$ cat src/rtl/primary_ray_gen_if.sv
// Pixel-in / ray-out bundle between the thread generator, the ray generator and the ray core.
// The slave side is the ray generator; the master side drives pixels and consumes rays.
interface primary_ray_gen_if #(
  parameter int DIR_W = 24
);
  logic [9:0]              pix_x;
  logic [9:0]              pix_y;
  logic                    pix_valid;
  logic                    ray_core_free;
  logic                    ray_valid;
  logic                    ray_ready;
  logic signed [DIR_W-1:0] ray_dir_x;
  logic signed [DIR_W-1:0] ray_dir_y;
  logic signed [DIR_W-1:0] ray_dir_z;
  logic [9:0]              ray_px;
  logic [9:0]              ray_py;
  logic                    ray_sof;
  logic                    coord_err;

  modport slave (
    input  pix_x, pix_y, pix_valid, ray_ready,
    output ray_core_free, ray_valid, ray_dir_x, ray_dir_y, ray_dir_z,
           ray_px, ray_py, ray_sof, coord_err
  );

  modport master (
    output pix_x, pix_y, pix_valid, ray_ready,
    input  ray_core_free, ray_valid, ray_dir_x, ray_dir_y, ray_dir_z,
           ray_px, ray_py, ray_sof, coord_err
  );
endinterface

$ cat src/rtl/primary_ray_gen.sv
// Turns each screen pixel into a fixed-point primary camera ray through a 2-stage
// pipeline and an output FIFO, and issues the credit that throttles the pixel source.
module primary_ray_gen #(
  parameter int          WIDTH     = 640,
  parameter int          HEIGHT    = 480,
  parameter logic [15:0] PIX_SCALE = 16'd256,
  parameter int          SHIFT     = 4,
  parameter int          FOCAL     = 4096,
  parameter int          DIR_W     = 24,
  parameter int          DEPTH     = 4
) (
  input  logic               clk,
  input  logic               rst,
  primary_ray_gen_if.slave   bus
);

  localparam int PROD_W = 28;
  localparam int PTR_W  = $clog2(DEPTH);
  localparam int CNT_W  = $clog2(DEPTH) + 1;
  localparam int OCC_W  = $clog2(DEPTH + 2) + 2;

  localparam logic signed [PROD_W-1:0] SCALE_S = PROD_W'($signed({1'b0, PIX_SCALE}));
  localparam logic signed [DIR_W-1:0]  FOCAL_S = DIR_W'(FOCAL);

  typedef struct packed {
    logic signed [DIR_W-1:0] dirX;
    logic signed [DIR_W-1:0] dirY;
    logic [9:0]              px;
    logic [9:0]              py;
    logic                    sof;
  } ray_t;

  logic                    s1Valid_q;
  logic signed [11:0]      s1Dx_q, s1Dy_q;
  logic [9:0]              s1Px_q, s1Py_q;
  logic                    s1Sof_q;

  logic                    s2Valid_q;
  ray_t                    s2Ray_q;

  ray_t                    mem_q [DEPTH];
  logic [PTR_W-1:0]        wrPtr_q, rdPtr_q;
  logic [CNT_W-1:0]        count_q, count_d;
  logic [OCC_W-1:0]        occ_q, occ_d;
  logic                    free_q;
  logic                    coordErr_q, coordErr_d;
  logic signed [DIR_W-1:0] dirZ_q;

  logic                    inRange, accept, pop, full, pushOk, overflow;
  logic signed [11:0]      dx_d, dy_d;
  logic signed [PROD_W-1:0] prodX, prodY, shX, shY;

  assign inRange = ({1'b0, bus.pix_x} < 11'(WIDTH)) && ({1'b0, bus.pix_y} < 11'(HEIGHT));
  assign accept  = bus.pix_valid && inRange;

  // Centre the pixel: odd offsets from the screen middle, y flipped so row 0 is the top.
  assign dx_d = $signed({1'b0, bus.pix_x, 1'b1}) - $signed(12'(WIDTH));
  assign dy_d = $signed(12'(HEIGHT - 1)) - $signed({1'b0, bus.pix_y, 1'b0});

  assign prodX = PROD_W'(s1Dx_q) * SCALE_S;
  assign prodY = PROD_W'(s1Dy_q) * SCALE_S;
  assign shX   = prodX >>> SHIFT;
  assign shY   = prodY >>> SHIFT;

  assign pop      = (count_q != '0) && bus.ray_ready;
  assign full     = (count_q == CNT_W'(DEPTH));
  assign pushOk   = s2Valid_q && (!full || pop);
  assign overflow = s2Valid_q && full && !pop;

  assign count_d    = count_q + CNT_W'(pushOk) - CNT_W'(pop);
  assign occ_d      = occ_q + OCC_W'(accept) - OCC_W'(pop);
  assign coordErr_d = coordErr_q | (bus.pix_valid && !inRange) | overflow;

  always_ff @(posedge clk) begin
    if (rst) begin
      s1Valid_q  <= 1'b0;
      s1Dx_q     <= '0;
      s1Dy_q     <= '0;
      s1Px_q     <= '0;
      s1Py_q     <= '0;
      s1Sof_q    <= 1'b0;
      s2Valid_q  <= 1'b0;
      s2Ray_q    <= '0;
      for (int i = 0; i < DEPTH; i++) mem_q[i] <= '0;
      wrPtr_q    <= '0;
      rdPtr_q    <= '0;
      count_q    <= '0;
      occ_q      <= '0;
      free_q     <= 1'b0;
      coordErr_q <= 1'b0;
      dirZ_q     <= '0;
    end else begin
      s1Valid_q <= accept;
      if (accept) begin
        s1Dx_q  <= dx_d;
        s1Dy_q  <= dy_d;
        s1Px_q  <= bus.pix_x;
        s1Py_q  <= bus.pix_y;
        s1Sof_q <= (bus.pix_x == 10'd0) && (bus.pix_y == 10'd0);
      end

      s2Valid_q <= s1Valid_q;
      if (s1Valid_q) begin
        s2Ray_q.dirX <= DIR_W'(shX);
        s2Ray_q.dirY <= DIR_W'(shY);
        s2Ray_q.px   <= s1Px_q;
        s2Ray_q.py   <= s1Py_q;
        s2Ray_q.sof  <= s1Sof_q;
      end

      // A push into a full FIFO is only legal when the head leaves in the same cycle.
      if (pushOk) begin
        mem_q[wrPtr_q] <= s2Ray_q;
        wrPtr_q        <= wrPtr_q + 1'b1;
      end
      if (pop) rdPtr_q <= rdPtr_q + 1'b1;

      count_q    <= count_d;
      occ_q      <= occ_d;
      free_q     <= (occ_d <= OCC_W'(DEPTH - 2));
      coordErr_q <= coordErr_d;
      dirZ_q     <= FOCAL_S;
    end
  end

  assign bus.ray_valid     = (count_q != '0);
  assign bus.ray_dir_x     = mem_q[rdPtr_q].dirX;
  assign bus.ray_dir_y     = mem_q[rdPtr_q].dirY;
  assign bus.ray_dir_z     = dirZ_q;
  assign bus.ray_px        = mem_q[rdPtr_q].px;
  assign bus.ray_py        = mem_q[rdPtr_q].py;
  assign bus.ray_sof       = mem_q[rdPtr_q].sof;
  assign bus.ray_core_free = free_q;
  assign bus.coord_err     = coordErr_q;

endmodule
$ cat src/flat_wrapper.sv
// flat-port wrapper written by rule: the top's interface ports become plain ports
module primary_ray_gen_flat 
#(
  parameter int          WIDTH     = 640,
  parameter int          HEIGHT    = 480,
  parameter logic [15:0] PIX_SCALE = 16'd256,
  parameter int          SHIFT     = 4,
  parameter int          FOCAL     = 4096,
  parameter int          DIR_W     = 24,
  parameter int          DEPTH     = 4
)
  (clk, rst, bus_pix_x, bus_pix_y, bus_pix_valid, bus_ray_ready, bus_ray_core_free, bus_ray_valid, bus_ray_dir_x, bus_ray_dir_y, bus_ray_dir_z, bus_ray_px, bus_ray_py, bus_ray_sof, bus_coord_err);
  primary_ray_gen_if #(.DIR_W(DIR_W)) bus_i ();
  input  logic clk;
  input  logic rst;
  input wire logic [$bits(bus_i.pix_x)-1:0] bus_pix_x;
  input wire logic [$bits(bus_i.pix_y)-1:0] bus_pix_y;
  input wire logic [$bits(bus_i.pix_valid)-1:0] bus_pix_valid;
  input wire logic [$bits(bus_i.ray_ready)-1:0] bus_ray_ready;
  output wire logic [$bits(bus_i.ray_core_free)-1:0] bus_ray_core_free;
  output wire logic [$bits(bus_i.ray_valid)-1:0] bus_ray_valid;
  output wire logic [$bits(bus_i.ray_dir_x)-1:0] bus_ray_dir_x;
  output wire logic [$bits(bus_i.ray_dir_y)-1:0] bus_ray_dir_y;
  output wire logic [$bits(bus_i.ray_dir_z)-1:0] bus_ray_dir_z;
  output wire logic [$bits(bus_i.ray_px)-1:0] bus_ray_px;
  output wire logic [$bits(bus_i.ray_py)-1:0] bus_ray_py;
  output wire logic [$bits(bus_i.ray_sof)-1:0] bus_ray_sof;
  output wire logic [$bits(bus_i.coord_err)-1:0] bus_coord_err;
  assign bus_i.pix_x = bus_pix_x;
  assign bus_i.pix_y = bus_pix_y;
  assign bus_i.pix_valid = bus_pix_valid;
  assign bus_i.ray_ready = bus_ray_ready;
  assign bus_ray_core_free = bus_i.ray_core_free;
  assign bus_ray_valid = bus_i.ray_valid;
  assign bus_ray_dir_x = bus_i.ray_dir_x;
  assign bus_ray_dir_y = bus_i.ray_dir_y;
  assign bus_ray_dir_z = bus_i.ray_dir_z;
  assign bus_ray_px = bus_i.ray_px;
  assign bus_ray_py = bus_i.ray_py;
  assign bus_ray_sof = bus_i.ray_sof;
  assign bus_coord_err = bus_i.coord_err;
  primary_ray_gen #(.WIDTH(WIDTH), .HEIGHT(HEIGHT), .PIX_SCALE(PIX_SCALE), .SHIFT(SHIFT), .FOCAL(FOCAL), .DIR_W(DIR_W), .DEPTH(DEPTH)) u_core (.clk(clk), .rst(rst), .bus(bus_i));
endmodule
$ cat config.mk
export PLATFORM = sky130hd
export DESIGN_NAME = primary_ray_gen_flat
export DESIGN_NICKNAME = d
export VERILOG_FILES = /design/src/rtl/primary_ray_gen_if.sv /design/src/rtl/primary_ray_gen.sv /design/src/flat_wrapper.sv
export SDC_FILE = /design/constraint.sdc
export NUM_CORES = 1
export LEC_CHECK = 0
export ABC_CLOCK_PERIOD_IN_PS = 8700
export BUFFER_PORTS_ARGS = -buffer_cell sky130_fd_sc_hd__buf_2
export CORE_MARGIN = 10
export CORE_UTILIZATION = 40
export DETAILED_ROUTE_END_ITERATION = 8
export PLACE_DENSITY_LB_ADDON = 0.2
export SLEW_MARGIN = 10
export SYNTH_ARGS = -nofsm -noshare
export SYNTH_HDL_FRONTEND = slang
export SYNTH_SLANG_ARGS = --single-unit
export TNS_END_PERCENT = 50
$ cat constraint.sdc
create_clock -name clk -period 8.7 [get_ports clk]
set_input_delay 0.435 -clock clk [delete_from_list [all_inputs] [get_ports clk]]
set_output_delay 0.435 -clock clk [all_outputs]
set_load 0.005 [all_outputs]
# After elaboration in Yosys (flattened, before gate mapping)
# Memories as Yosys holds them, arrays and structs flattened. A register that Yosys moved wholly into a read port is not among the register bits.
# Cells that the tools add are included.
# totals
ram_bits	244
inputBits	24
ff_bits	119
memories	1
word_cells	61
out_inout_bits	96
# mem_list
memory	words	width	read_ports	rd_clocked_by_memory_dff	wr	line_no	rtl
u_core.mem_q	4	61	1	1	4	primary_ray_gen.sv:41	ray_t mem_q [DEPTH];
# classes
mux	11
n_addsub	8
reduce_logical	16
bitwise	2
order_cmp	3
eq_ne	1
# ops
cell	n
$mux W61	1
$reduce_or A61 Y1	1
$logic_not A10 Y1	2
$mux W13	1
$sub A11 B10 Y12 const B	1
$sub A9 B11 Y12 const A	1
$lt A10 B10 Y1 const B	1
$lt A10 B9 Y1 const B	1
$logic_and A1 B1 Y1	8
$mux W1	6
$mux W2	3
$add A5 B1 Y5	1
$le A5 B2 Y1 const B	1
$sub A5 B1 Y5	1
$add A2 B1 Y2 const B	2
$add A3 B1 Y3	1
$eq A3 B3 Y1 const B	1
$logic_not A1 Y1	3
$reduce_bool A3 Y1	1
$sub A3 B1 Y3	1
$or A1 B1 Y1	2
$logic_or A1 B1 Y1	1

# Depth between registers and ports, before layout
# Gate-level depths: netlist (run 1).
# depth
ltp_word	9
mapped_depth	11
mapped_depth_nobuf	9

# Least setup slack after synthesis (run 1)
# OpenSTA, ideal clock, no wires.
# synth_path
kind	register to register
start	reg u_core.wrPtr_q[0]
end	mem u_core.mem_q[2][0] in the netlist's numbering (enable)
synth_period_minus_slack_ps	3803
t_required_ps	8217
setup_slack_ps	4897
n_path_buf	1
setup_time_ps	483
path_stages_with_launch	4
arrival_ps	3320
cell_sequence	dfxtp_1 nand2b_1 clkbuf_1 o21ai_0
# synth_lines
item	line_no	rtl
from (decl)	primary_ray_gen.sv:42	logic [PTR_W-1:0] wrPtr_q, rdPtr_q;
from (signal assigned)	primary_ray_gen.sv:114	wrPtr_q <= wrPtr_q + 1'b1;
to (decl)	primary_ray_gen.sv:41	

==> implementation parameters, run 1 <==
Parameter                              Value

Outcome
  Outcome ... completed

Finish
  Total area of multi-input combinational cells ... 3430 µm²
  Post-layout net count ... 935
  Area used by sequential logic in the layout ... 6310 µm²
  Antenna fix cells ... 0
  Fraction of layout instances using a drive strength above 1 ... 24.3%
  Filler cell count in the final layout ... 2344
  Final standard cell utilization of the core ... 45.4%
  Count of non-filler cells in the finished layout ... 1253
  Area growth from synthesis to final layout ... 12.2%
  Non-Filler Cell Area, Final ... 11800 µm²

Routing
  Vias per inst ... 4.72
  Post-route DRC ... 0
  Violation count after the first detailed-route iteration ... 399
  Post-detailed-route count of antenna-violating nets ... 0
  Via count of the routed design ... 5914
  Detailed-routing iteration count for the pre-antenna-repair pass ... 5
  Detailed Route WL ... 22600 µm
  WL/cell ... 18.1 µm

Power and ir drop
  Combinational group share of total power ... 16.3%
  Sequential share of power ... 46.0%
  Power per cell area ... 244 nW/µm²
  Cell-internal power ... 2170 µW
  Proportion of power drawn by the clock network ... 37.6%
  Leakage power of the design ... 0.00501 µW
  Switching share of power ... 24.5%
  Largest voltage drop on the vdd net ... 0.183 mV
  Power dissipated by switching net loads ... 702 µW

Worst setup path
  Register-to-Register Setup Slack ... 6.14 ns
  Ordered list of cells on the worst path ... buf_4 > mux4_2 > buf_2
  Critical path endpoint ... bus_ray_dir_y[20]
  Peak fanout along the critical path ... 21
  Kind of end point of the critical path ... output port
  Cell count of the worst reg-to-reg path ... 6
  Start-to-end type of the worst setup path ... register to output port
  Reg-to-reg endpoint ... u_core.mem_q[0][1]$_SDFFCE_PN0P_
  Launch point of the worst reg-to-reg path ... u_core.count_q[1]$_SDFF_PP0_
  Required @ worst endpoint ... 8.27 ns
  Cell type group with the largest total delay on the critical path ... flip-flops
  Levels on crit path ... 3
  Critical path's largest stage delay ... 0.78 ns
  Startpoint types ... register
  Critical path's slowest cell ... sky130_fd_sc_hd__dfxtp_2
  Data arrival time at the worst-slack endpoint ... 2.64 ns
  Count of buffering cells on the critical path with inverters included ... 2

Floorplan
  Site row count ... 59
  Number of top-level design ports ... 120
  Effective utilization at floorplan ... 40.4%
  Die Span X ... 182 µm
  Area of the placeable core ... 25900 µm²
  Die boundary height ... 182 µm
  Die area ... 33100 µm²

Min path
  Critical hold path startpoint ... bus_pix_y[0]
  Classification of the worst-slack hold path ... input port to register
  Hold Path Stages ... 2

Clock tree
  Total number of H-tree levels ... 1
  Number of instances resized during post-cts repair ... 0
  Clock Pin Slew Worst Setup and Hold Paths ... 0.06 ns
  Clock tree sinks ... 241
  Count of hold buffers inserted by post-cts repair ... 0
  Buffer type at the clock tree root ... sky130_fd_sc_hd__clkbuf_16
  Worst skew pair latency ... 0.51 ns
  Number of buffers created by CTS ... 26
  Post-CTS setup buffers ... 0
  Max Buffers Root-to-Sink ... 3
  CTS tree ... yes

Logic synthesis
  Post-synthesis cell type count ... 42
  Post-synthesis average cell area ... 12.5 µm²
  Number of warnings printed during yosys synthesis ... 0
  Combined area of all synthesized cells ... 10500 µm²
  Count of state elements after synthesis ... 241
  Compound-gate portion of the synthesized area ... 2.85%
  Synth Instances ... 841
  Fraction of the mapped netlist area in simple logic gates ... 13.9%
  Combinational family with the most area after synthesis ... simple AND/OR/NAND/NOR gates
  Adder-cell area share of the yosys netlist ... 1.70%
  Sequential share of the synthesized area ... 60.2%
  XOR/XNOR Fraction of Synth Area ... 1.25%
  Proportion of netlist area held by the largest area contributor ... 42.4%
  Cell type with the highest aggregate area in the netlist ... sky130_fd_sc_hd__edfxtp_1
  Cell types occupying the most area after synthesis ... sky130_fd_sc_hd__edfxtp_1, sky130_fd_sc_hd__dfxtp_1, sky130_fd_sc_hd__mux4_2
  Share of cell area taken by muxes after synthesis ... 11.5%

Timing
  Number of slew-limit violations in the final report ... 0
  Number of hold violations in the final report ... 0
  Worst slew pin tran ... 0.909 ns
  Post-layout minimum cycle time ... 3.08 ns
  Remaining max-slew budget at the tightest pin ... 39.4%
  Largest clock skew in the final design ... 0.00668 ns
  Fraction of the cycle the final worst path needs ... 35.4%
  Unrepaired setup endpoints after global routing ... false
  Highest clock frequency the design can meet ... 325 MHz
  Final setup TNS ... 0 ns
  Minimum hold slack ... 0.146 ns
  Number of setup violations in the final report ... 0

Global routing
  Maximum number of pins on one net before global-route repair ... 88
  Global-route congestion overflow total ... 0
  Initial antenna violation count ... 0
  Number of global-route vias before repair ... 6094
  Global-route wire length before repair ... 35700 µm
  Aggregate global-route resource usage ... 13.5%

Placement
  Inst Count DP ... 1205
  Standard cell area after detailed placement ... 10900 µm²
  GP Congestion ... 0.739
  Half-perimeter wire length after detailed placement ... 14100 µm
  # port buffers ... 88

Flow run
  Max Cap Viol ... 0
## layer usage
layer	wire length, µm	track usage [%]	up-vias
li1	-	-	2899
met1	10300	18.2	2875
met2	11000	22.2	112
met3	1020	2.50	28
met4	344	2.73	0
met5	0	0	-
## layout by cell type, fill, tap and decap left out, types with 4 or more instances in the layout
cell type                   netlist  routed
sky130_fd_sc_hd__dfxtp_1         93      90
sky130_fd_sc_hd__mux4_2          37      37
sky130_fd_sc_hd__conb_1           1      31
sky130_fd_sc_hd__mux2i_1         37      37
sky130_fd_sc_hd__a21oi_1         36      36
sky130_fd_sc_hd__xnor2_1          9       9
sky130_fd_sc_hd__nand2_1         62      62
sky130_fd_sc_hd__ha_1            11      11
sky130_fd_sc_hd__buf_4           55      13
sky130_fd_sc_hd__edfxtp_1       148     148
sky130_fd_sc_hd__clkbuf_1        25      11
sky130_fd_sc_hd__inv_1           48      48
sky130_fd_sc_hd__and2_1          38      38
sky130_fd_sc_hd__nand2_4         30      30
sky130_fd_sc_hd__xor2_1           6       6
sky130_fd_sc_hd__o21ai_0         11       8
sky130_fd_sc_hd__clkbuf_16        0      27
sky130_fd_sc_hd__inv_2            8       8
sky130_fd_sc_hd__nor2b_1          4       4
sky130_fd_sc_hd__buf_2           11      88
sky130_fd_sc_hd__nor2_1         130     130
## cell usage after synthesis (all sizes together)
cell and instances:
ha 11, nor3b 1, nor2b 4, nor4 4
nand3 3, buf 76, or4b 2, conb 1
edfxtp 148, nand4 2, a21oi 36, nand2b 1
and3 3, nand4b 1, or2 1, o31a 1
mux2i 37, a21o 2, a41oi 1, nor2 130
fa 2, nand2 92, dfxtp 93, and2 38
a311oi 1, o21ai 11, xor2 6, inv 56
mux4 37, a211oi 3, nor4bb 1, xnor2 9
or3 1, clkbuf 26
## flip-flops by register name, summed over array words and instances, names as in the netlist, named ones only
| register | cells |
|---|---|
| u_core.s2Valid_q | 1 |
| u_core.bus.ray_core_free | 1 |
| u_core.occ_q | 5 |
| u_core.wrPtr_q | 2 |
| u_core.s1Sof_q | 1 |
| u_core.s1Px_q | 10 |
| u_core.s1Dy_q | 11 |
| u_core.bus.ray_dir_z | 1 |
| u_core.bus.coord_err | 1 |
| u_core.mem_q | 148 |
| u_core.s1Py_q | 10 |
| u_core.s1Valid_q | 1 |
| u_core.rdPtr_q | 2 |
| u_core.count_q | 3 |
| u_core.s1Dx_q | 5 |
| u_core.s2Ray_q | 37 |
## worst min-delay path by stage
stage                                     endpoint  slack [ns]
finish               u_core.s1Dy_q[1]$_SDFFE_PP0P_        0.15
global route         u_core.s1Dy_q[3]$_SDFFE_PP0P_        0.13
CTS                  u_core.s1Dy_q[2]$_SDFFE_PP0P_        0.12
detailed placement   u_core.s1Py_q[7]$_SDFFE_PP0P_        0.45
global placement     u_core.s1Dx_q[9]$_SDFFE_PP0P_        0.45
floorplan           u_core.s1Dy_q[10]$_SDFFE_PP0P_        0.43
## power groups by stage
stage	Clock (µW)	Sequential, µW	Combinational [µW]
floorplan	0	1310	396
global placement	0	1350	481
detailed placement	0	1350	483
CTS	1110	1330	484
global route	1150	1330	528
finish	1080	1320	469
## cell type report
| class | instances | share of cell area (%) |
|---|---|---|
| Sequential cell | 241 | 53.7 |
| Multi-Input combinational cell | 472 | 29.2 |
| Clock buffer | 43 | 6.53 |
| Timing Repair Buffer | 101 | 4.58 |
| Tap cell | 335 | 3.56 |
| Inverter | 56 | 1.79 |
| Clock inverter | 5 | 0.660 |
## logic make-up after synthesis
group	after synthesis
other	1
adder cells (fa/ha/maj)	13
buffers and inverters	158
XOR/XNOR	15
AO/OA/AOI/OAI	55
flip-flops	241
multiplexers	74
AND/OR/NAND/NOR	284
## through the flow
stage,worst slack [ns],power [µW]
floorplan,4.90,1710
global placement,5.54,1830
CTS,5.48,2920
finish,5.62,2870
detailed placement,5.50,1830
global route,5.37,3010
(Power assumes the default switching activity.)
==> inputs of run 2 (changes only) <==
--- a/config.mk
+++ b/config.mk
@@ -5,7 +5,8 @@
 export SDC_FILE = /design/constraint.sdc
 export NUM_CORES = 1
 export LEC_CHECK = 0
-export ABC_CLOCK_PERIOD_IN_PS = 8700
+export ABC_AREA = 1
+export ABC_CLOCK_PERIOD_IN_PS = 3100
 export BUFFER_PORTS_ARGS = -buffer_cell sky130_fd_sc_hd__buf_2
 export CORE_MARGIN = 10
 export CORE_UTILIZATION = 40
==> constraint.sdc (replaced) <==
create_clock -name clk -period 3.1 [get_ports clk]
set_input_delay 0.155 -clock clk [delete_from_list [all_inputs] [get_ports clk]]
set_output_delay 0.155 -clock clk [all_outputs]
set_load 0.005 [all_outputs]
==> run 2 against run 1 <==
Against the previous run:
- core utilization rose by 0.69 points
- sequential power rose to 2.8 times the previous value
- cell area rose by 2.1%
- wire length rose by 9.7%
- combinational power rose to 3.9 times the previous value
- die area rose by 0.85%
==> implementation parameters, run 2 <==
Parameter                              Value

Logic synthesis
  Share of cell area taken by muxes after synthesis ... 0% (-11 points)
  Cell types occupying the most area after synthesis ... sky130_fd_sc_hd__edfxtp_1, sky130_fd_sc_hd__dfxtp_1, sky130_fd_sc_hd__nor2_1
  Proportion of netlist area held by the largest area contributor ... 42.0% (-0.40 points)
  Count of state elements after synthesis ... 241 (unchanged)
  Combined area of all synthesized cells ... 10600 µm² (+0.96%)
  Adder-cell area share of the yosys netlist ... 1.68% (-0.016 points)
  Compound-gate portion of the synthesized area ... 11.1% (+8.2 points)
  Number of enable-type register cells in the synthesized netlist ... 148 (unchanged)
  Top flip-flop cell by instance count after synthesis ... sky130_fd_sc_hd__edfxtp_1
  Asr flop ratio synth ... 0% (unchanged)
  Number of warnings printed during yosys synthesis ... 0 (unchanged)
  Synth Instances ... 1138 (+35%)
  XOR/XNOR Fraction of Synth Area ... 0.662% (-0.59 points)
  Fraction of the mapped netlist area in simple logic gates ... 15.3% (+1.4 points)
  Post-synthesis average cell area ... 9.29 µm² (-25%)
  Cell type with the highest aggregate area in the netlist ... sky130_fd_sc_hd__edfxtp_1
  Post-synthesis cell type count ... 32 (-24%)
  Top post-synthesis cells by count ... sky130_fd_sc_hd__nor2_1, sky130_fd_sc_hd__edfxtp_1, sky130_fd_sc_hd__inv_1
  Combinational family with the most area after synthesis ... simple AND/OR/NAND/NOR gates
  Sequential share of the synthesized area ... 59.6% (-0.57 points)
  Most frequently used cell type in the post-synthesis netlist ... sky130_fd_sc_hd__nor2_1

Routing
  Detailed-routing iteration count for the pre-antenna-repair pass ... 5 (unchanged)
  WL/cell ... 16.0 µm (-11%)
  Via count of the routed design ... 7419 (+25%)
  Violation count after the first detailed-route iteration ... 532 (+33%)
  Vias per inst ... 4.78 (+1.3%)
  Post-detailed-route count of antenna-violating nets ... 0 (unchanged)
  Detailed Route WL ... 24800 µm (+9.7%)
  Post-route DRC ... 0 (unchanged)

Clock tree
  Clock tree sinks ... 241 (unchanged)
  Number of buffers created by CTS ... 26 (unchanged)
  Worst skew pair latency ... 0.52 ns (about the same)
  Clock Pin Slew Worst Setup and Hold Paths ... 0.06 ns (about the same)
  Number of instances resized during post-cts repair ... 0 (unchanged)
  Buffer type at the clock tree root ... sky130_fd_sc_hd__clkbuf_16
  Max Buffers Root-to-Sink ... 3 (unchanged)
  Total number of H-tree levels ... 1 (unchanged)
  CTS tree ... yes

Worst setup path
  Kind of end point of the critical path ... output port
  Data arrival time at the worst-slack endpoint ... 2.28 ns (-0.36 ns)
  Peak fanout along the critical path ... 36 (+71%)
  Required @ worst endpoint ... 2.94 ns (-5.33 ns)
  Start-to-end type of the worst setup path ... register to output port
  Startpoint types ... register

Outcome
  Outcome ... completed

Finish
  Reg with most FFs ... u_core.mem_q
  Fraction of layout instances using a drive strength above 1 ... 14.1% (-10 points)
  Top library cells by usage in the layout, fill and taps aside ... sky130_fd_sc_hd__nor2_1, sky130_fd_sc_hd__edfxtp_1, sky130_fd_sc_hd__inv_1
  Count of non-filler cells in the finished layout ... 1551 (+24%)
  Area growth from synthesis to final layout ... 13.5%
  Registers with the highest flip-flop counts ... u_core.mem_q: 148 flops, u_core.s2Ray_q: 37 flops, u_core.s1Dy_q: 11 flops
  Non-Filler Cell Area, Final ... 12000 µm² (+2.1%)
  Most common library cell in the layout ignoring fill and taps ... sky130_fd_sc_hd__nor2_1
  Number of flip-flops under the largest register name ... 148 (unchanged)
  Post-layout net count ... 1234 (+32%)
  Antenna fix cells ... 0 (unchanged)

Power and ir drop
  Tot Pwr ... 8600 µW (+200%)
  Power per cell area ... 716 nW/µm² (+190%)
  Largest voltage drop on the vdd net ... 0.358 mV (+96%)
  Leakage power of the design ... 0.00513 µW (+2.3%)

Timing
  Minimum hold slack ... 0.0206 ns (-0.125 ns)
  Number of setup violations in the final report ... 0 (unchanged)
  Fraction of the cycle the final worst path needs ... 78.5%
  Number of slew-limit violations in the final report ... 0 (unchanged)
  Unrepaired setup endpoints after global routing ... false
  Post-layout minimum cycle time ... 2.43 ns
  Remaining max-slew budget at the tightest pin ... 54.6% (+15 points)
  Worst slew pin tran ... 0.680 ns (-0.229 ns)
  Final setup TNS ... 0 ns (unchanged)
  Number of hold violations in the final report ... 0 (unchanged)
  Largest clock skew in the final design ... 0.0157 ns (+0.00906 ns)
  Highest clock frequency the design can meet ... 411 MHz

Placement
  GP Congestion ... 0.821 (+11%)
  # port buffers ... 88 (unchanged)
  Inst Count DP ... 1492 (+24%)
  Standard cell area after detailed placement ... 11000 µm² (+1.1%)
  Half-perimeter wire length after detailed placement ... 15500 µm (+9.8%)

Min path
  Classification of the worst-slack hold path ... input port to register

Global routing
  Aggregate global-route resource usage ... 14.5% (+1.0 points)
  Number of global-route vias before repair ... 7232 (+19%)
  Maximum number of pins on one net before global-route repair ... 75 (-15%)
  Initial antenna violation count ... 0 (unchanged)
  Global-route congestion overflow total ... 0 (unchanged)
  Global-route wire length before repair ... 39700 µm (+11%)

Floorplan
  Die area ... 33300 µm² (+0.85%)
  Effective utilization at floorplan ... 40.6% (+0.16 points)
  Die Span X ... 183 µm (+0.42%)
  Site row count ... 59 (unchanged)
  Area of the placeable core ... 26100 µm² (+0.57%)
  Number of top-level design ports ... 120 (unchanged)
  Die boundary height ... 183 µm (+0.42%)

Flow run
  Max Cap Viol ... 0 (unchanged)
## run 2: changes by cell type after synthesis, sizes merged, moves of 6 or more
cell / before / now
a21oi: 36 / 55
nand3: 3 / 12
mux2i: 37 / 0
clkbuf: 26 / 35
nand2: 92 / 126
and2: 38 / 0
xnor2: 9 / 2
o21ai: 11 / 122
inv: 56 / 132
nand4: 2 / 8
o22ai: 0 / 37
nor2: 130 / 259
mux4: 37 / 0
buf: 76 / 84
## run 2: layout make-up
| type | count | area (µm²) |
|---|---|---|
| timing repair buffer | 120 | 736 |
| clock inverter | 12 | 135 |
| clock buffer | 35 | 716 |
| inverter | 132 | 495 |
| tap | 335 | 419 |
| fill | 2531 | 14100 |
| multi-input combinational | 676 | 3200 |
| sequential | 241 | 6310 |
## run 2: per-layer routing
layer	routed length, µm	share of wire, %	track usage, %	up-vias
met2	11100	45	22.8	192
li1	-	-	-	3737
met4	519	2.1	4.13	0
met3	1470	5.9	2.73	34
met5	0	0	0	-
met1	11800	47	19.9	3456
## run 2: path summary, 6_finish.rpt
check / from / endpoint / slack (ns) / cells after the start
setup / recovery: register / bus_ray_dir_x[21] / 0.67 / 4
setup reg to reg: u_core.count_q[1]$_SDFF_PP0_ / u_core.count_q[2]$_SDFF_PP0_ / 0.78 / 10
hold / removal: bus_pix_valid / u_core.s1Dx_q[11]$_SDFFE_PP0P_ / 0.02 / 3
hold reg to reg: u_core.s1Sof_q$_SDFFE_PP0P_ / u_core.s2Ray_q[0]$_SDFFE_PP0P_ / 0.46 / 2
## run 2: stage by stage
step,setup WS (ns),utilization (%)
finish,0.665,46.1
global route,0.484,46.1
CTS,0.609,46.1
detailed placement,0.816,42.3
global placement,0.877,42.3
floorplan,-0.726,-
## run 2: worst max-delay path, cell delays in order, from the launching register on
cell and delay [ns]:
sky130_fd_sc_hd__dfxtp_2 0.34, sky130_fd_sc_hd__inv_2 0.49, sky130_fd_sc_hd__o21ai_0 0.16, sky130_fd_sc_hd__o22ai_1 0.52, sky130_fd_sc_hd__buf_2 0.23
## run 2: repair_timing
action	4_1_cts	5_1_grt
setup buffers	0	0
hold buffers	12	0
endpoints found under the setup margin	0	0
endpoints found under the hold margin	12	0
## run 2: report_power, final
part / internal [µW] / switching [µW]
registers: 3580 / 84.0
clock network: 1860 / 1220
logic: 703 / 1150
total: 6140 / 2460
## run 2: cell families (layout without fill, tap and decap cells)
logic type | count (synthesis) | in the layout
other | 1 | 31
AOI/OAI and AO/OA | 217 | 217
adders and majority gates | 13 | 13
xor gates and xnor gates | 8 | 8
and+or+nand+nor | 407 | 407
DFF | 241 | 241
buffers and inverters | 251 | 299
